===== config.mk =====
export PLATFORM = sky130hd
export DESIGN_NAME = nba_system
export DESIGN_NICKNAME = d
export VERILOG_FILES = /design/src/rtl/nba_system.sv
export SDC_FILE = /design/constraint.sdc
export NUM_CORES = 1
export LEC_CHECK = 0
export BUFFER_PORTS_ARGS = -buffer_cell sky130_fd_sc_hd__buf_4
export CAP_MARGIN = 25
export CORE_MARGIN = 2
export CORE_UTILIZATION = 68
export CTS_CLUSTER_DIAMETER = 40
export DETAILED_ROUTE_END_ITERATION = 10
export GPL_ROUTABILITY_DRIVEN = 1
export HOLD_SLACK_MARGIN = 0.05
export PLACE_DENSITY_LB_ADDON = 0.25
export SYNTH_ARGS = -nofsm -noshare
export SYNTH_HDL_FRONTEND = slang
export SYNTH_SLANG_ARGS = --single-unit

===== constraint.sdc =====
create_clock -name clk -period 17.8 [get_ports clk]
set_clock_uncertainty 0.1 [all_clocks]
set_input_delay 1.78 -clock clk [delete_from_list [all_inputs] [get_ports clk]]
set_output_delay 1.78 -clock clk [all_outputs]
set_load 0.005 [all_outputs]

===== src/rtl/nba_system.sv =====
// Number-baseball accelerator: a grader scores BCD guesses that a history-pruning solver generates.
// Reply is registered one cycle after the ask handshake; each side holds its offer until the peer is ready.
module nba_system #(
  parameter int MAX_Q      = 200,
  parameter int HIST_DEPTH = 16
) (
  input  logic        clk,
  input  logic        reset,
  input  logic [15:0] answer,
  output logic [15:0] question,
  output logic        ask_valid,
  output logic        ask_ready,
  output logic [2:0]  strike,
  output logic [2:0]  ball,
  output logic        reply_valid,
  output logic        reply_ready,
  output logic [15:0] cnt,
  output logic        correct
);
  localparam int HW = (HIST_DEPTH > 1) ? $clog2(HIST_DEPTH) : 1;
  localparam int CW = $clog2(HIST_DEPTH + 1);

  // {strike, ball} of q against a, from nibble equality only
  function automatic logic [5:0] score(input logic [15:0] q, input logic [15:0] a);
    logic [2:0] s;
    logic [2:0] b;
    s = '0;
    b = '0;
    for (int i = 0; i < 4; i++)
      for (int j = 0; j < 4; j++)
        if (q[4*i +: 4] == a[4*j +: 4]) begin
          if (i == j) s = s + 3'd1;
          else        b = b + 3'd1;
        end
    return {s, b};
  endfunction

  function automatic logic has_repeat(input logic [15:0] v);
    logic r;
    r = 1'b0;
    for (int i = 0; i < 4; i++)
      for (int j = i + 1; j < 4; j++)
        if (v[4*i +: 4] == v[4*j +: 4]) r = 1'b1;
    return r;
  endfunction

  function automatic logic [15:0] bcd_inc(input logic [15:0] v);
    logic [15:0] r;
    logic        carry;
    r     = v;
    carry = 1'b1;
    for (int i = 0; i < 4; i++)
      if (carry) begin
        if (r[4*i +: 4] == 4'd9) r[4*i +: 4] = 4'd0;
        else begin
          r[4*i +: 4] = r[4*i +: 4] + 4'd1;
          carry       = 1'b0;
        end
      end
    return r;
  endfunction

  logic       reply_pending;
  logic [5:0] ask_score;
  logic       reply_hs;

  assign ask_score   = score(question, answer);
  assign ask_ready   = !reply_pending && !correct && (cnt < 16'(MAX_Q));
  assign reply_valid = reply_pending;
  assign reply_hs    = reply_valid && reply_ready;

  always_ff @(posedge clk or posedge reset) begin
    if (reset) begin
      reply_pending <= 1'b0;
      cnt           <= '0;
      strike        <= '0;
      ball          <= '0;
      correct       <= 1'b0;
    end else if (ask_valid && ask_ready) begin
      reply_pending <= 1'b1;
      cnt           <= cnt + 16'd1;
      strike        <= ask_score[5:3];
      ball          <= ask_score[2:0];
      correct       <= (ask_score[5:3] == 3'd4);
    end else if (reply_hs) begin
      reply_pending <= 1'b0;
    end
  end

  typedef enum logic [2:0] {SEARCH, CHECK, ASK, WAIT, DONE} state_t;

  state_t        state;
  logic [15:0]   cand;
  logic [CW-1:0] hist_cnt;
  logic [CW-1:0] idx;
  logic [15:0]   hist_q [HIST_DEPTH];
  logic [5:0]    hist_r [HIST_DEPTH];
  logic [5:0]    chk_score;
  logic          hist_we;

  assign chk_score = score(cand, hist_q[idx[HW-1:0]]);
  assign hist_we   = (state == WAIT) && reply_hs && (hist_cnt < CW'(HIST_DEPTH));

  always_ff @(posedge clk) begin
    if (hist_we) begin
      hist_q[hist_cnt[HW-1:0]] <= question;
      hist_r[hist_cnt[HW-1:0]] <= {strike, ball};
    end
  end

  always_ff @(posedge clk or posedge reset) begin
    if (reset) begin
      state       <= SEARCH;
      cand        <= '0;
      hist_cnt    <= '0;
      idx         <= '0;
      question    <= '0;
      ask_valid   <= 1'b0;
      reply_ready <= 1'b0;
    end else begin
      case (state)
        SEARCH: begin
          // Every value above 9876 repeats a digit, so nothing is left to try
          if (cand > 16'h9876)      state <= DONE;
          else if (has_repeat(cand)) cand <= bcd_inc(cand);
          else begin
            idx   <= '0;
            state <= CHECK;
          end
        end
        CHECK: begin
          if (idx == hist_cnt) begin
            question  <= cand;
            ask_valid <= 1'b1;
            state     <= ASK;
          end else if (chk_score != hist_r[idx[HW-1:0]]) begin
            cand  <= bcd_inc(cand);
            state <= SEARCH;
          end else begin
            idx <= idx + CW'(1);
          end
        end
        ASK: begin
          if (ask_valid && ask_ready) begin
            ask_valid   <= 1'b0;
            reply_ready <= 1'b1;
            state       <= WAIT;
          end
        end
        WAIT: begin
          if (reply_hs) begin
            reply_ready <= 1'b0;
            if (hist_cnt < CW'(HIST_DEPTH)) hist_cnt <= hist_cnt + CW'(1);
            if (correct) state <= DONE;
            else begin
              cand  <= bcd_inc(cand);
              state <= SEARCH;
            end
          end else begin
            reply_ready <= 1'b1;
          end
        end
        default: begin
          ask_valid   <= 1'b0;
          reply_ready <= 1'b0;
        end
      endcase
    end
  end
endmodule


-- Word-level counts from Yosys, hierarchy flattened
Memories as Yosys holds them, arrays and structs flattened.
Index checks and enable logic that the tools add are counted.
W data, S select, Z words.
- register bits: 71
- latch bits: 0
- RAM bits: 352
- memory bits (read-only): 0
- input bits: 18
- output and inout bits: 43
- memories kept: 2
- add/subtract/negate cells: 35
- multiply operators: 0
- divide/modulo/power cells: 0
- $lt $le $gt $ge: 3
- equality and inequality tests: 69
- shift operators: 0
- mux-type cells: 119
- bitwise logic cells: 2
- reductions and logical operators: 25
- memory list (memory ; depth ; bits a word ; read ports ; clocked after memory_dff ; write ports ; RTL line ; source):
    hist_q ; 16 ; 16 ; 1 ; 0 ; 1 ; 96 ; logic [15:0] hist_q [HIST_DEPTH];
    hist_r ; 16 ; 6 ; 1 ; 0 ; 1 ; 97 ; logic [5:0] hist_r [HIST_DEPTH];
- operators by type and width (operator ; count):
    $eq A4 B4 Y1 ; 38
    $mux W3 ; 35
    $mux W16 ; 6
    $add A3 B1 Y3 const B ; 28
    $mux W1 ; 56
    $mux W4 ; 13
    $pmux W16 S3 ; 1
    $ne A2 B2 Y1 const B ; 16
    $reduce_and A10 Y1 ; 3
    $mux W5 ; 4
    $add A16 B1 Y16 const B ; 1
    $add A4 B1 Y4 const B ; 4
    $eq A4 B4 Y1 const B ; 4
    $gt A16 B16 Y1 const B ; 1
    $lt A16 B8 Y1 const B ; 1
    $pmux W3 S4 ; 1
    $add A5 B1 Y5 const B ; 2
    $pmux W5 S2 ; 1
    $reduce_and A5 Y1 ; 2
    $reduce_and A7 Y1 ; 1
    $eq A3 B2 Y1 const B ; 2
    $logic_and A1 B1 Y1 ; 6
    $ne A2 B1 Y1 const B ; 3
    $ne A3 B3 Y1 const B ; 2
    15 further kinds ; 22

-- Logic depth before layout (Yosys ltp)
Gate-level depths: netlist of run 1.
An unclocked memory read counts as a cell.
- depth in word-level cells: 41
- mapped depth: 47
- mapped depth without buffers: 41

-- Worst setup path after synthesis of run 1
Ideal clock, no wire load.
- path type: flip-flop to flip-flop
- start point: register idx[3]
- end point: register cand[11]
- library setup time: 138 ps
- arrival: 9655 ps
- data required time: 17562 ps
- path slack: 7907 ps
- cell stages (with the launch flop): 47
- path buffers: 8
- clock period less this slack: 9893 ps
- cells stage by stage: dfrtp_1 clkbuf_1 buf_2 buf_2 buf_2 buf_1 clkbuf_1 nand3_1 o21ai_0 xnor2_1 and4_1 ha_1 xnor2_1 inv_1 ha_1 and2_1 a21o_1 ha_1 [11 not listed] mux2_2 ha_1 mux2_2 ha_1 inv_1 a221oi_1 and2_1 ha_1 nand4_1 xnor2_1 xnor3_1 xnor3_1 o2111ai_1 and4b_1 buf_6 buf_6 a2111oi_2 o22ai_1
- cells in the longest elaborated chain, start to end: 28
- elaborated cells between the ends (all ways): 53
- those cells by class: 14 x add/sub; 20 x eq/ne; 16 x mux; 1 x reduce/logical; 2 x memory
- ends and longest elaborated chain (element ; RTL line ; source):
    start, declared ; 95 ; logic [CW-1:0] idx;
    start signal, assigned ; 140 ; idx <= idx + CW'(1);
    $mem_v2 Z16 W16 ; n/a ;
    $eq A4 B4 Y1 ; 31 ; if (q[4*i +: 4] == a[4*j +: 4]) begin
    $mux W1 ; 31 ;
    $add A3 B1 Y3 ; 33 ; else b = b + 3'd1;
    $mux W3 ; 31 ;
    $add A3 B1 Y3 ; 33 ;
    $mux W3 ; 31 ;
    $add A3 B1 Y3 ; 33 ;
    [12 not listed] ; n/a ;
    $mux W3 ; 31 ;
    $add A3 B1 Y3 ; 33 ;
    $mux W3 ; 31 ;
    $add A3 B1 Y3 ; 33 ;
    $mux W3 ; 31 ;
    $ne A6 B6 Y1 ; 136 ; end else if (chk_score != hist_r[idx[HW-1:0]]) begin
    $ne A2 B2 Y1 (no line) ; n/a ;
    $reduce_and A10 Y1 (no line) * ; n/a ;
    end signal, assigned ; 125 ; else if (has_repeat(cand)) cand <= bcd_inc(cand);
    end signal, assigned ; 137 ; cand <= bcd_inc(cand);
    end signal, assigned ; 156 ; cand <= bcd_inc(cand);
    end, declared ; 93 ; logic [15:0] cand;
Mark *: on every way between the ends. The rest lies on a longest branch, timed or not.
A chain may end at the register's enable or synchronous reset.

-- Worst setup path in the final report of run 1
- start point: register idx[1]
- end point: register cand[5]
The elaborated chain is that of the path after synthesis.

==> flow_summary.json, run 1 <==
{
  "cts.sinks": 423,
  "post-cts-setup-buffer-count": 0,
  "num-nets-final": 1550,
  "wl_per_cell_microns": 28.2,
  "crit_buf_inv": 3,
  "synth_top_area_frac": 0.511,
  "min_from": "cnt[12]$_DFFE_PP0P_",
  "drt_iter0_markers": 1570,
  "path_delay_family": "adder cells",
  "cts_tree": "yes",
  "synth-edff-count": 352,
  "period_needed_ns": 11.59,
  "core_area_sq_um": 29800,
  "grt-ovfl-total": 0,
  "tns_ns": 0,
  "hold_viol_final": 0,
  "path_clk_slew_ns": 0.06,
  "synth.largest_area_cell": "edfxtp_1",
  "clockBufferDepth": 3,
  "first_pass_iters": 7,
  "powerDensity_nw_per_um2": 88.9,
  "fp.dieH_microns": 178,
  "io_pins": 61,
  "syn_area_sq_um": 20700,
  "critPathSlowestCell": "dfrtp_4",
  "maxCapViolCount": 0,
  "grt_use_total": 0.352,
  "relSlewSlack": 0.236,
  "drive_gt1_frac": 0.207,
  "path_depth": 41,
  "fin_ws_ns": 6.21,
  "hold_depth": 0,
  "r2r_start": "idx[1]$_DFFE_PP0P_",
  "holdCritPathClass": "reg2reg",
  "syn_nets": 1493,
  "clock_latency_ns": 0.57,
  "synthTopCellsByCount": "352 x edfxtp_1, 131 x xnor2_1, 80 x xor2_1",
  "status": "completed",
  "grt_setup_unrepaired": "false",
  "r2r_setup_slack_ns": 6.21,
  "synth_cell_types": 80,
  "cts.repair.resized": 0,
  "crit_arrival_ns": 11.91,
  "start_kind": "register",
  "critPathCaptureType": "register",
  "dp_slack_ns": 6.35,
  "grt_pass1_wl_microns": 81200,
  "r2r-end": "cand[5]$_DFFE_PP0P_",
  "netlist_instances": 1441,
  "die_area_sq_um": 31800,
  "setup-violations-final": 0,
  "ys_warn_count": 0,
  "dp_hpwl_microns": 32900,
  "drcViolationCount": 0,
  "cts_root_buf": "clkbuf_16",
  "h-tree-depth": 2,
  "synthFlopType": "edfxtp_1",
  "fillCellCount": 1643,
  "slowest_delay_ns": 0.86,
  "multi_input_area_sq_um": 7800,
  "cp_common_cell": "ha_1",
  "cp_max_fo": 44,
  "power_leakage_nw": 7.86,
  "num_rows": 63,
  "critPathKind": "reg2reg",
  "via_per_inst": 6.87,
  "seq_area_frac_synth": 0.597,
  "crit_required_ns": 18.12,
  "grt_pass1_vias": 13000,
  "synthTopCellsByArea": "edfxtp_1 51%, dfrtp_1 8.6%, mux4_2 7.2%, xnor2_1 5.5%, mux2i_1 3.6%",
  "dieWidth_microns": 178,
  "antenna_found_initial": 0,
  "wirelength_microns": 54400,
  "async_flop_share": 0.168,
  "port_buffers": 60,
  "yosysMostFrequentCell": "edfxtp_1",
  "ir_drop_mv": 0.0889,
  "grt_max_degree": 72,
  "n_antenna_cell": 0,
  "cts_buffers": 49,
  "num_vias": 13200,
  "whs_endpoint": "cnt[12]$_DFFE_PP0P_",
  "max_freq_mhz": 86.3,
  "syn_avg_cell_area_sq_um": 14.3,
  "seq_area_sq_um": 12400,
  "worst_slew_pin_slew_ns": 1.14,
  "antenna_left": 0,
  "start_util": 0.694,
  "slew_viol_final": 0,
  "rr_worst_depth": 41,
  "synth-seq-cells": 423,
  "gp_congestion": 0.969,
  "syn2layout_area_growth_pct": 11.9,
  "holdBufCountCts": 0,
  "finalCritPeriodShare": 0.651
}
==> how the worst max path moves through the flow <==
stage	start	slack, ns	endpoint
after floorplan	idx[3]$_DFFE_PP0P_	7.91	cand[11]$_DFFE_PP0P_
after global placement	idx[1]$_DFFE_PP0P_	6.58	cand[5]$_DFFE_PP0P_
after detailed placement	idx[1]$_DFFE_PP0P_	6.35	cand[5]$_DFFE_PP0P_
after CTS	idx[1]$_DFFE_PP0P_	6.24	cand[5]$_DFFE_PP0P_
after global routing	idx[1]$_DFFE_PP0P_	5.47	cand[5]$_DFFE_PP0P_
final	idx[1]$_DFFE_PP0P_	6.21	cand[5]$_DFFE_PP0P_
==> registers in the layout, summed over array words and instances (netlist names) <==
| signal | flops |
|---|---|
| hist_q | 256 |
| hist_r | 96 |
| cand | 16 |
| cnt | 16 |
| question | 16 |
| hist_cnt | 5 |
| idx | 5 |
| ball | 3 |
| state | 3 |
| strike | 3 |
| ask_valid | 1 |
| correct | 1 |
| reply_ready | 1 |
| reply_valid | 1 |
==> layer usage <==
metal | vias to the layer above | part of all wire | GRT usage
met1 | 6603 | 0.36 | 0.470
li1 | 5545 | - | -
met2 | 922 | 0.49 | 0.573
met4 | 0 | 0.044 | 0.150
met5 | - | 0 | 0
met3 | 161 | 0.11 | 0.0650
==> report_power, final <==
| part | total (mW) | leakage, nW | switching (mW) | internal, mW |
|---|---|---|---|---|
| Clock | 0.970 | 0.762 | 0.414 | 0.556 |
| Sequential | 1.06 | 3.77 | 0 | 1.06 |
| Combinational | 0.0287 | 3.33 | 0.0164 | 0.0123 |
| Total | 2.06 | 7.86 | 0.431 | 1.63 |
==> logic make-up after synthesis <==
logic type / synth area share
AO/OA/AOI/OAI: 0.0523
XOR/XNOR: 0.0948
adder cells (fa/ha/maj): 0.0206
buffers and inverters: 0.0280
flip-flops: 0.597
multiplexers: 0.128
AND/OR/NAND/NOR: 0.0795
==> worst reg2reg max path, delay by kind of cell (launching register included) <==
family / cells / cell delay, ns
compound gates: 6 / 1.28
xor+xnor: 5 / 1.22
fa+ha+maj: 10 / 2.64
buf+inv: 3 / 0.88
flops: 1 / 0.86
mux: 7 / 2.28
simple gates: 10 / 2.17
==> per-stage QoR <==
| step | std cells | utilization | hold WS, ns | power, mW | cell area [sq um] |
|---|---|---|---|---|---|
| after floorplan | 1441 | - | 0.373 | 1.10 | 20700 |
| after global placement | 1836 | 0.723 | 0.289 | 1.11 | 21500 |
| after detailed placement | 1837 | 0.723 | 0.294 | 1.11 | 21600 |
| after CTS | 1927 | 0.777 | 0.309 | 2.06 | 23100 |
| after global routing | 1927 | 0.777 | 0.320 | 2.10 | 23100 |
| final | 1927 | 0.777 | 0.306 | 2.06 | 23100 |
==> cells in the final DEF, fill, tap and decap left out, types with 13 or more instances in the layout <==
cell       synthesis  routed
inv_1             34      33
xnor2_1          131     131
a22oi_1           13      13
edfxtp_1         352     352
nand4_1           26      26
nor2b_1           17      17
xor2_1            80      80
nor2_1            45      33
mux4_2            66      66
mux2_2            35      35
buf_4              4     101
clkbuf_16          0      51
ha_1              34      34
nand3_1           26      26
nor4_1            14      14
nor3_1            24      20
nand2_1           79      79
o21ai_0           31      31
a21oi_1           18      18
mux2i_1           75      75
dfrtp_1           71      67
==> final cells by class <==
type,instances,area share
timing repair buffer,102,0.0332
multi-input combinational,886,0.337
clock buffer,61,0.0576
sequential,423,0.534
tap,390,0.0211
clock inverter,29,0.0110
inverter,36,0.00584
(Power assumes the default switching activity.)
==> inputs of run 2 (changes only) <==
--- a/config.mk
+++ b/config.mk
@@ -8,7 +8,7 @@
 export BUFFER_PORTS_ARGS = -buffer_cell sky130_fd_sc_hd__buf_4
 export CAP_MARGIN = 25
 export CORE_MARGIN = 2
-export CORE_UTILIZATION = 68
+export CORE_UTILIZATION = 63
 export CTS_CLUSTER_DIAMETER = 40
 export DETAILED_ROUTE_END_ITERATION = 10
 export GPL_ROUTABILITY_DRIVEN = 1
==> constraint.sdc (replaced) <==
create_clock -name clk -period 12.1 [get_ports clk]
set_clock_uncertainty 0.1 [all_clocks]
set_input_delay 1.21 -clock clk [delete_from_list [all_inputs] [get_ports clk]]
set_output_delay 1.21 -clock clk [all_outputs]
set_load 0.005 [all_outputs]
==> run 2 against run 1 <==
Net effect:
- maximum frequency is 3.1% higher
- via count is 4.1% lower
- die area is 7.8% higher
- register-to-register slack worse by 5.3 ns
- cell count is 2.8% higher
- routed wire length is 6.0% lower
- setup slack worse by 5.3 ns
- count of clock-buffer cells in the layout is 3 lower
- power is 50% higher
- critical path type unchanged
- largest power group unchanged
==> flow_summary.json, run 2 (synthesis results as in run 1) <==
{
  "wl_per_cell_microns": 25.8,
  "start_kind": "register",
  "num_rows": 66,
  "clockBufferDepth": 3,
  "grt_setup_unrepaired": "false",
  "finalCritPeriodShare": 0.929,
  "io_pins": 61,
  "gp_congestion": 0.898,
  "num-nets-final": 1552,
  "cts.repair.resized": 0,
  "place_area_sq_um": 21600,
  "fin_area_sq_um": 23300,
  "setup-violations-final": 0,
  "grt_use_total": 0.308,
  "drt_iter0_markers": 1263,
  "wirelength_microns": 51100,
  "first_pass_iters": 5,
  "antenna_left": 0,
  "power_leakage_nw": 7.91,
  "cts_buffers": 49,
  "cts_root_buf": "clkbuf_16",
  "core_area_sq_um": 32500,
  "cts_tree": "yes",
  "final_cells": 1981,
  "n_antenna_cell": 0,
  "critPathSlowestCell": "dfrtp_4",
  "die_area_sq_um": 34300,
  "dp_cells": 1889,
  "worst_slew_pin_slew_ns": 1.06,
  "largest_reg_flops": 256,
  "antenna_found_initial": 0,
  "via_per_inst": 6.41,
  "post-cts-setup-buffer-count": 0,
  "grt_pass1_wl_microns": 76700,
  "fin_ws_ns": 0.860,
  "syn2layout_area_growth_pct": 12.9,
  "dieWidth_microns": 185,
  "crit_arrival_ns": 11.59,
  "power.total_mw": 3.09,
  "status": "completed",
  "dp_slack_ns": 0.877,
  "ir_drop_mv": 0.132,
  "drive_gt1_frac": 0.208,
  "slew_viol_final": 0,
  "grt_pass1_vias": 12400,
  "relSlewSlack": 0.293,
  "cp_common_cell": "ha_1",
  "path_clk_slew_ns": 0.06,
  "multi_input_area_sq_um": 7800,
  "grt-ovfl-total": 0,
  "slowest_delay_ns": 1.05,
  "maxCapViolCount": 0,
  "num_vias": 12700,
  "port_buffers": 60,
  "holdCritPathClass": "reg2reg",
  "crit_required_ns": 12.45,
  "holdBufCountCts": 0,
  "h-tree-depth": 2,
  "period_needed_ns": 11.24,
  "fillCellCount": 2105,
  "tns_ns": 0,
  "drcViolationCount": 0,
  "clock_latency_ns": 0.60,
  "cts.sinks": 423,
  "post-route-util": 0.719,
  "powerDensity_nw_per_um2": 132,
  "critPathKind": "reg2reg",
  "hold_viol_final": 0,
  "start_util": 0.637,
  "final_common_cell": "edfxtp_1",
  "seq_area_sq_um": 12400,
  "cp_max_fo": 62,
  "layout_common_cells": "352 x edfxtp_1, 131 x xnor2_1, 102 x buf_4",
  "max_freq_mhz": 89.0,
  "fp.dieH_microns": 185,
  "hold-worst-slack_ns": 0.303,
  "grt_max_degree": 72,
  "critPathCaptureType": "register",
  "dp_hpwl_microns": 31800
}
## run 2: final timing paths
check	startpoint	endpoint	slack (ns)	cells after the start
worst max-delay path	idx[2]$_DFFE_PP0P_	cand[5]$_DFFE_PP0P_	0.86	41
worst min-delay path	cnt[12]$_DFFE_PP0P_	cnt[12]$_DFFE_PP0P_	0.30	0
worst max register to register	idx[2]$_DFFE_PP0P_	cand[5]$_DFFE_PP0P_	0.86	41
worst min register to register	cnt[12]$_DFFE_PP0P_	cnt[12]$_DFFE_PP0P_	0.30	0
max in group asynchronous	reset	idx[0]$_DFFE_PP0P_	10.85	4
min in group asynchronous	reset	cnt[14]$_DFFE_PP0P_	0.48	3
## run 2: final cells by class
cell class              instances  share of cell area
flip-flops and latches        423               0.530
clock buffers                  58              0.0544
repair buffers                104              0.0352
well taps                     442              0.0237
clock inverters                32              0.0171
multi-input cells             886               0.334
inverters                      36             0.00579
## run 2: worst max-delay path: cells and delay by family, from the launching register on
family / cells / cell delay (ns)
simple gates: 10 / 2.19
compound gates: 7 / 1.43
mux: 6 / 1.68
flops: 1 / 1.05
fa+ha+maj: 10 / 2.74
buf+inv: 3 / 0.58
xor+xnor: 5 / 1.30
## run 2: layer usage
| layer | vias to the layer above | GRT usage | share of wire |
|---|---|---|---|
| li1 | 5575 | - | - |
| met1 | 6327 | 0.425 | 0.39 |
| met2 | 656 | 0.495 | 0.48 |
| met3 | 132 | 0.0482 | 0.086 |
| met4 | 0 | 0.125 | 0.039 |
| met5 | - | 0 | 0 |
## run 2: report_power, final
| part | switching [mW] | total (mW) | internal [mW] |
|---|---|---|---|
| clock network | 0.613 | 1.49 | 0.876 |
| registers | 0 | 1.56 | 1.56 |
| logic | 0.0241 | 0.0429 | 0.0189 |
